[src/rtl/modemux_pkg.sv]
// Shared definitions for the request queue that feeds the 4-input grant mux.
package modemux_pkg;

  // Number of request channels presented to the downstream mux.
  localparam int NUM_CH = 4;

  // Default data word width; must match the downstream mux.
  localparam int DATA_WIDTH_DEF = 8;

  // Per-channel handshake state. OFFER drives req for one mux sample;
  // WAIT covers the cycle in which the mux's registered grant comes back.
  typedef enum logic {
    OFFER = 1'b0,
    WAIT  = 1'b1
  } chan_state_e;

endpackage : modemux_pkg

[src/rtl/req_chan_fifo.sv]
// Single request channel: circular FIFO plus an OFFER/WAIT handshake FSM.
// The head word is offered to the mux for exactly one sample, then the
// channel waits one cycle for the registered grant and pops only if granted.
module req_chan_fifo
  import modemux_pkg::*;
#(
  parameter  int DATA_WIDTH = DATA_WIDTH_DEF,
  parameter  int DEPTH      = 4,
  localparam int AW         = $clog2(DEPTH),
  localparam int CW         = $clog2(DEPTH) + 1
) (
  input  logic                  clk,
  input  logic                  rst,
  input  logic                  push,
  input  logic [DATA_WIDTH-1:0] push_data,
  input  logic                  grant,
  output logic                  req,
  output logic [DATA_WIDTH-1:0] data_in,
  output logic                  full,
  output logic [CW-1:0]         level,
  output logic                  ovf
);

  // Storage is data only: it is never reset, because an empty channel
  // masks the head word to zero and level/pointers define validity.
  logic [DATA_WIDTH-1:0] mem_q [DEPTH];

  logic [AW-1:0] rd_ptr_q, rd_ptr_d;
  logic [AW-1:0] wr_ptr_q, wr_ptr_d;
  logic [CW-1:0] level_q,  level_d;
  logic          ovf_q,    ovf_d;
  chan_state_e   state_q,  state_d;

  logic is_full;
  logic is_empty;
  logic push_ok;
  logic pop;

  // Occupancy flags and the accept/pop decisions for this cycle.
  always_comb begin
    is_full  = (level_q == CW'(DEPTH));
    is_empty = (level_q == '0);
    // A push on a full channel is dropped even if a pop happens this cycle.
    push_ok  = push && !is_full;
    // Only a grant that answers our own offer (we are in WAIT) pops the head.
    pop      = (state_q == WAIT) && grant;
  end

  // Next pointer, level and sticky overflow values.
  always_comb begin
    rd_ptr_d = rd_ptr_q;
    wr_ptr_d = wr_ptr_q;
    level_d  = level_q;
    ovf_d    = ovf_q;
    if (push_ok) begin
      wr_ptr_d = wr_ptr_q + AW'(1);
    end
    if (pop) begin
      rd_ptr_d = rd_ptr_q + AW'(1);
    end
    // Push and pop together leave the level unchanged; pop implies level>=1.
    level_d = level_q + CW'(push_ok) - CW'(pop);
    if (push && is_full) begin
      ovf_d = 1'b1;
    end
  end

  // Handshake FSM next state and request output.
  always_comb begin
    state_d = state_q;
    req     = 1'b0;
    unique case (state_q)
      OFFER: begin
        req = !is_empty;
        if (!is_empty) begin
          state_d = WAIT;
        end
      end
      WAIT: begin
        // Grant (if any) is consumed by the pop logic; always re-offer next.
        state_d = OFFER;
      end
      default: begin
        state_d = OFFER;
      end
    endcase
  end

  // Head word: held at mem[rd_ptr] through WAIT, zero when empty.
  always_comb begin
    data_in = '0;
    if (!is_empty) begin
      data_in = mem_q[rd_ptr_q];
    end
  end

  // Control state registers with asynchronous active-low reset.
  always_ff @(posedge clk or negedge rst) begin
    if (!rst) begin
      rd_ptr_q <= '0;
      wr_ptr_q <= '0;
      level_q  <= '0;
      ovf_q    <= 1'b0;
      state_q  <= OFFER;
    end else begin
      rd_ptr_q <= rd_ptr_d;
      wr_ptr_q <= wr_ptr_d;
      level_q  <= level_d;
      ovf_q    <= ovf_d;
      state_q  <= state_d;
    end
  end

  // Data storage write port, only on an accepted push.
  always_ff @(posedge clk) begin
    if (push_ok) begin
      mem_q[wr_ptr_q] <= push_data;
    end
  end

  assign full  = is_full;
  assign level = level_q;
  assign ovf   = ovf_q;

endmodule : req_chan_fifo

[src/rtl/req_fifo_bank.sv]
// Four-channel request queue in front of the 4-input grant mux.
// Pure wiring: one req_chan_fifo per channel, flattened to per-channel ports.
module req_fifo_bank
  import modemux_pkg::*;
#(
  parameter  int DATA_WIDTH = DATA_WIDTH_DEF,
  parameter  int DEPTH      = 4,
  localparam int CW         = $clog2(DEPTH) + 1
) (
  input  logic                  clk,
  input  logic                  rst,
  input  logic [NUM_CH-1:0]     push,
  input  logic [DATA_WIDTH-1:0] push_data0,
  input  logic [DATA_WIDTH-1:0] push_data1,
  input  logic [DATA_WIDTH-1:0] push_data2,
  input  logic [DATA_WIDTH-1:0] push_data3,
  input  logic [NUM_CH-1:0]     grant,
  output logic [NUM_CH-1:0]     req,
  output logic [DATA_WIDTH-1:0] data_in0,
  output logic [DATA_WIDTH-1:0] data_in1,
  output logic [DATA_WIDTH-1:0] data_in2,
  output logic [DATA_WIDTH-1:0] data_in3,
  output logic [NUM_CH-1:0]     full,
  output logic [CW-1:0]         level0,
  output logic [CW-1:0]         level1,
  output logic [CW-1:0]         level2,
  output logic [CW-1:0]         level3,
  output logic [NUM_CH-1:0]     ovf
);

  logic [DATA_WIDTH-1:0] pdata [NUM_CH];
  logic [DATA_WIDTH-1:0] head  [NUM_CH];
  logic [CW-1:0]         lvl   [NUM_CH];

  assign pdata[0] = push_data0;
  assign pdata[1] = push_data1;
  assign pdata[2] = push_data2;
  assign pdata[3] = push_data3;

  for (genvar i = 0; i < NUM_CH; i++) begin : g_chan
    req_chan_fifo #(
      .DATA_WIDTH(DATA_WIDTH),
      .DEPTH     (DEPTH)
    ) u_chan (
      .clk      (clk),
      .rst      (rst),
      .push     (push[i]),
      .push_data(pdata[i]),
      .grant    (grant[i]),
      .req      (req[i]),
      .data_in  (head[i]),
      .full     (full[i]),
      .level    (lvl[i]),
      .ovf      (ovf[i])
    );
  end

  assign data_in0 = head[0];
  assign data_in1 = head[1];
  assign data_in2 = head[2];
  assign data_in3 = head[3];

  assign level0 = lvl[0];
  assign level1 = lvl[1];
  assign level2 = lvl[2];
  assign level3 = lvl[3];

endmodule : req_fifo_bank

[config.mk]
export PLATFORM = sky130hd
export DESIGN_NAME = req_fifo_bank
export DESIGN_NICKNAME = d
export VERILOG_FILES = /design/src/rtl/modemux_pkg.sv /design/src/rtl/req_chan_fifo.sv /design/src/rtl/req_fifo_bank.sv
export SDC_FILE = /design/constraint.sdc
export NUM_CORES = 1
export LEC_CHECK = 0
export ABC_AREA = 1
export CAP_MARGIN = 20
export CORE_ASPECT_RATIO = 1.1
export CORE_MARGIN = 2
export CORE_UTILIZATION = 44
export CTS_CLUSTER_SIZE = 30
export DETAILED_ROUTE_END_ITERATION = 8
export GPL_TIMING_DRIVEN = 0
export HOLD_SLACK_MARGIN = 0.02
export PLACE_DENSITY = 0.71
export SYNTH_ARGS = -nofsm -noshare
export SYNTH_HDL_FRONTEND = slang
export SYNTH_SLANG_ARGS = --single-unit
[constraint.sdc]
create_clock -name clk -period 3.86 [get_ports clk]
set_input_delay 0.386 -clock clk [delete_from_list [all_inputs] [get_ports clk]]
set_output_delay 0.386 -clock clk [all_outputs]
set_load 0.005 [all_outputs]
==> impl_metrics.py, run 1 <==
metrics = {
    "sta": {
        "period_share_pct": 68.9,
        "final.setup.tns_ns": 0,
        "worst_slew_pin_slew_ns": 0.858,
        "fin_skew_ns": 0.00552,
        "hold_viol_final": 0,
        "rsz0062_at_grt": "no",
        "fin_ws_ns": 1.20,
        "slew_headroom_pct": 42.6,
        "maxSlewViolCount": 0,
        "fin_crit_ns": 2.66,
        "fmax_ghz": 0.376,
        "finalSetupViolations": 0,
    },
    "worst_setup_path": {
        "critPathKind": "reg -> out",
        "rr_startpoint": "g_chan[3].u_chan.level[1]$_DFF_PN0_",
        "end_kind": "primary output",
        "cp-startpoint": "g_chan[1].u_chan.level[1]$_DFF_PN0_",
        "endpoint": "req[1]",
        "ff2ff_setup_slack_ns": 1.99,
        "r2r_end": "g_chan[3].u_chan.mem_q[3][1]$_DFFE_PP_",
        "reg2reg_depth": 4,
        "crit_slowest_cell": "nor3_2",
        "start_kind": "flip-flop",
        "cp.depth": 4,
        "required_ns": 3.47,
        "critPathMaxStageDelay_ns": 0.66,
        "cp_max_fo": 9,
        "critPathBufInv": 2,
        "cpLargestDelayFamily": "simple AND/OR/NAND/NOR gates",
        "arrival_ns": 2.27,
        "cp_cell_sequence": "nor3_2 > nor2_1 > buf_4 > clkdlybuf4s50_1",
    },
    "routing": {
        "via_per_inst": 4.54,
        "vias": 4863,
        "wl_um": 14200,
        "wl_per_cell_um": 13.2,
        "drtIter0Drc": 247,
        "antenna_left": 0,
        "drcViolationCount": 0,
        "detail_route.first_pass.iterations": 5,
    },
    "clock_tree": {
        "post_cts_buffers": 0,
        "cts.htree.levels": 4,
        "cts_hold_repair.buffers": 0,
        "cts_tree": "yes",
        "cts_buffers": 17,
        "cts_resized": 0,
        "insertion_delay_ns": 0.42,
        "cts_max_path_buffers": 2,
        "clk_pin_slew_ns": 0.06,
        "cts_sinks": 164,
        "clockRootBuffer": "clkbuf_16",
    },
    "grt": {
        "grt_pass1_wl_um": 23200,
        "grt_overflow": 0,
        "first_global_vias": 4846,
        "gr-usage-all-layers_pct": 16.8,
        "antenna_found_initial": 0,
        "grt_max_degree": 37,
    },
    "yosys": {
        "syn_nets": 804,
        "synth_top_area_share_pct": 50.9,
        "synth.yosys.seq_area_share_pct": 62.8,
        "ys.warnings.count": 0,
        "syn_avg_cell_area_um2": 10.3,
        "synth-seq-cells": 164,
        "synthDistinctLibCells": 21,
        "mappedNetlistArea_mm2": 0.00756,
        "synthTopCellsByArea": "edfxtp_1 51%, dfrtp_1 12%, inv_1 9.4%, nand2_1 7.8%, nand3_1 4.6%",
        "synthCells": 734,
        "synth_top_area_cell": "edfxtp_1",
    },
    "status": {
        "status": "completed",
    },
    "final_layout": {
        "finish.net_count": 920,
        "fillers": 1444,
        "area_growth_pct": 23.9,
        "final_cell_mix": "189 x inv_1, 157 x nand2_1, 128 x edfxtp_1, 96 x clkdlybuf4s50_1, 70 x nand3_1",
        "antenna_cells": 0,
        "seqCellArea_mm2": 0.00474,
        "multi_input_area_mm2": 0.00185,
        "final_core_util_pct": 55.4,
        "drive_above_1_share_pct": 9.73,
        "layout_commonest_cell": "inv_1",
    },
    "die": {
        "rows": 50,
        "core_mm2": 0.0169,
        "die-area_mm2": 0.0182,
        "die_h_um": 141,
        "start_util_pct": 44.7,
        "die_w_um": 129,
        "ios": 98,
    },
    "placement": {
        "pre_cts_slack_ns": 1.61,
        "place.gp.congestion": 0.761,
        "io_buffer_count": 97,
        "dp_hpwl_um": 9400,
    },
    "flow_run": {
        "maxCapViolCount": 0,
    },
    "power": {
        "total_power_mw": 7.36,
        "leakagePower_nw": 4.32,
        "ir_drop_mv": 0.373,
        "power.density_mw_per_mm2": 786,
    },
    "hold_path": {
        "hp-class": "in -> async",
    },
}
[kinds of logic (layout without fill, tap and decap cells)]
group,Yosys count,in the layout,synth area share [%]
AND/OR/NAND/NOR,276,276,15.7
buffers and inverters,222,351,12.8
flip-flops,164,164,62.8
AO/OA/AOI/OAI,36,36,2.77
adder cells (fa/ha/maj),28,28,5.03
XOR/XNOR,8,8,0.927
[power breakdown]
| group | internal [mW] | switching [mW] |
|---|---|---|
| logic | 1.50 | 1.61 |
| registers | 2.41 | 0.216 |
| clock network | 0.979 | 0.647 |
| total | 4.89 | 2.47 |
[state kept, by name, indices dropped and copies added, names as in the netlist]
signal and cells:
g_chan.u_chan.state_q 4, g_chan.u_chan.ovf 4, g_chan.u_chan.rd_ptr_q 8, g_chan.u_chan.wr_ptr_q 8, g_chan.u_chan.level 12, g_chan.u_chan.mem_q 128
[cells in the mapped netlist, drive strengths merged]
cell / n
dfrtp: 36
inv: 194
nand2: 168
nand3: 72
nor3: 4
edfxtp: 128
xor2: 6
fa: 4
ha: 24
a21oi: 32
nor2: 32
xnor2: 2
buf: 28
a21o: 4
[metrics by stage]
step	instances	hold slack, ns	instance area [um^2]
after floorplan	734	0.0904	7560
after global placement	1039	0.425	8790
after detailed placement	1039	0.429	8780
after CTS	1071	0.0807	9360
after global routing	1071	0.121	9360
final	1071	0.0577	9360
[area by class of cell]
type,instances,share of cell area (%)
multi-input cells,348,19.7
inverters,194,7.89
clock buffers,25,5.41
plain buffers,28,2.41
flip-flops and latches,164,50.7
clock inverters,7,0.749
repair buffers,97,10.3
well taps,208,2.78
[metal layers]
layer	global-route usage (%)	part of all wire, %	vias to the layer above
li1	-	-	2502
met1	20.2	43	2225
met2	28.1	50	122
met3	5.43	5.4	14
met4	6.35	1.4	0
met5	0	0	-
[how the worst min path moves through the flow]
stage | slack (ns) | start | end
after detailed placement | 0.43 | g_chan[2].u_chan.state_q$_DFF_PN0_ | g_chan[2].u_chan.state_q$_DFF_PN0_
after global routing | 0.12 | rst | g_chan[2].u_chan.wr_ptr_q[0]$_DFFE_PN0P_
after global placement | 0.42 | g_chan[3].u_chan.state_q$_DFF_PN0_ | g_chan[3].u_chan.state_q$_DFF_PN0_
after CTS | 0.08 | rst | g_chan[2].u_chan.ovf$_DFFE_PN0P_
final | 0.06 | rst | g_chan[2].u_chan.wr_ptr_q[1]$_DFFE_PN0P_
after floorplan | 0.09 | rst | g_chan[0].u_chan.level[0]$_DFF_PN0_
Power figures use the tool's default switching activity.
==> run 2, diff against run 1 <==
==> constraint.sdc (replaced) <==
create_clock -name clk -period 2.7 [get_ports clk]
set_input_delay 0.27 -clock clk [delete_from_list [all_inputs] [get_ports clk]]
set_output_delay 0.27 -clock clk [all_outputs]
set_load 0.005 [all_outputs]
==> impl_metrics.py, run 2 (synthesis gave the netlist of run 1 again) <==
metrics = {
    "status": {
        "status": "completed",
    },
    "sta": {
        "period_share_pct": 92.9,
        "finalSetupViolations": 0,
        "fin_skew_ns": 0.00516,
        "slew_headroom_pct": 39.9,
        "final.setup.tns_ns": 0,
        "rsz0062_at_grt": "no",
        "maxSlewViolCount": 0,
        "whs_ns": 0.435,
        "fmax_ghz": 0.398,
        "worst_slew_pin_slew_ns": 0.899,
        "hold_viol_final": 0,
        "fin_crit_ns": 2.51,
    },
    "power": {
        "leakagePower_nw": 4.33,
        "total_power_mw": 10.5,
        "ir_drop_mv": 0.540,
        "power.density_mw_per_mm2": 1120,
    },
    "routing": {
        "via_per_inst": 4.53,
        "drcViolationCount": 0,
        "route.met3.wl_um": 733,
        "highest_layer": "met4",
        "wl_um": 14200,
        "drtIter0Drc": 307,
        "met1Wirelength_um": 6210,
        "antenna_left": 0,
        "wl_met2_um": 7010,
        "detail_route.first_pass.iterations": 4,
        "wl_per_cell_um": 13.2,
        "vias": 4858,
    },
    "final_layout": {
        "fillers": 1443,
        "area_growth_pct": 24.1,
        "largest_reg_flops": 128,
        "antenna_cells": 0,
        "drive_above_1_share_pct": 9.72,
        "largest-register": "g_chan.u_chan.mem_q",
        "finish.net_count": 921,
        "design_area_mm2": 0.00938,
        "multi_input_area_mm2": 0.00185,
        "seqCellArea_mm2": 0.00474,
        "final_cell_mix": "189 x inv_1, 157 x nand2_1, 128 x edfxtp_1, 96 x clkdlybuf4s50_1, 70 x nand3_1",
        "stdcell_count": 1072,
        "layout_commonest_cell": "inv_1",
    },
    "hold_path": {
        "worstHoldStart": "g_chan[2].u_chan.state_q$_DFF_PN0_",
        "hp-class": "reg -> reg",
        "hold_depth": 1,
    },
    "die": {
        "die_h_um": 141,
        "ios": 98,
        "start_util_pct": 44.7,
        "die-area_mm2": 0.0182,
        "die_w_um": 129,
        "rows": 50,
        "core_mm2": 0.0169,
    },
    "worst_setup_path": {
        "cp_cell_sequence": "nor3_2 > nor2_1 > buf_4 > clkdlybuf4s50_1",
        "cp.depth": 4,
        "start_kind": "flip-flop",
        "required_ns": 2.43,
        "critPathKind": "reg -> out",
        "cp-startpoint": "g_chan[2].u_chan.level[2]$_DFF_PN0_",
        "end_kind": "primary output",
        "cp_max_fo": 9,
        "rr_startpoint": "g_chan[1].u_chan.level[1]$_DFF_PN0_",
        "reg2reg_depth": 4,
        "critPathBufInv": 2,
        "arrival_ns": 2.24,
        "ff2ff_setup_slack_ns": 0.82,
        "critPathMaxStageDelay_ns": 0.65,
        "cpLargestDelayFamily": "simple AND/OR/NAND/NOR gates",
        "crit_slowest_cell": "nor3_2",
    },
    "clock_tree": {
        "insertion_delay_ns": 0.42,
        "clockRootBuffer": "clkbuf_16",
        "cts.htree.levels": 4,
        "clk_pin_slew_ns": 0.06,
        "cts_sinks": 164,
        "cts_max_path_buffers": 2,
        "cts_tree": "yes",
        "cts_buffers": 17,
    },
    "grt": {
        "grt_pass1_wl_um": 23200,
        "antenna_found_initial": 0,
        "grt_max_degree": 37,
        "grt_overflow": 0,
        "gr-usage-all-layers_pct": 16.8,
        "first_global_vias": 4846,
    },
    "flow_run": {
        "maxCapViolCount": 0,
    },
    "placement": {
        "io_buffer_count": 97,
        "place.gp.congestion": 0.761,
        "placed_area_mm2": 0.00878,
        "dp_hpwl_um": 9400,
        "placedCellCount": 1039,
    },
}
==> run 2: final timing paths <==
check	to
hold / removal	g_chan[2].u_chan.state_q$_DFF_PN0_
min in group asynchronous	g_chan[2].u_chan.wr_ptr_q[1]$_DFFE_PN0P_
setup / recovery	req[2]
hold reg to reg	g_chan[2].u_chan.state_q$_DFF_PN0_
max in group asynchronous	g_chan[0].u_chan.rd_ptr_q[0]$_DFFE_PN0P_
setup reg to reg	g_chan[1].u_chan.mem_q[3][5]$_DFFE_PP_
==> run 2: area by class of cell <==
| cell class | count | share of cell area (%) |
|---|---|---|
| flip-flops and latches | 164 | 50.6 |
| multi-input cells | 348 | 19.8 |
| clock inverters | 7 | 0.747 |
| well taps | 208 | 2.78 |
| repair buffers | 98 | 10.4 |
| inverters | 194 | 7.87 |
| plain buffers | 28 | 2.40 |
| clock buffers | 25 | 5.41 |
==> run 2: metal layers <==
metal	global-route usage (%)	up-vias
met3	5.43	18
li1	-	2503
met4	6.35	0
met1	20.2	2228
met5	0	-
met2	28.1	109
==> run 2: what timing repair did <==
action	in CTS	in global routing
setup buffers	0	0
hold buffers	1	0
endpoints found under the hold margin	36	0
setup endpoints to repair	0	1
gates resized for setup	0	1
==> run 2: through the flow <==
| step | utilization [%] | setup slack, ns |
|---|---|---|
| after CTS | 55.5 | 0.0806 |
| final | 55.5 | 0.190 |
| after detailed placement | 52.0 | 0.565 |
| after global placement | 52.0 | 0.401 |
| after floorplan | - | 1.07 |
| after global routing | 55.5 | 0.00146 |
==> run 2: power breakdown <==
group / leakage (nW) / switching (mW) / total, mW / internal, mW
Sequential: 1.59 / 0.318 / 3.76 / 3.44
Clock: 0.284 / 0.927 / 2.33 / 1.40
Combinational: 2.46 / 2.30 / 4.45 / 2.15
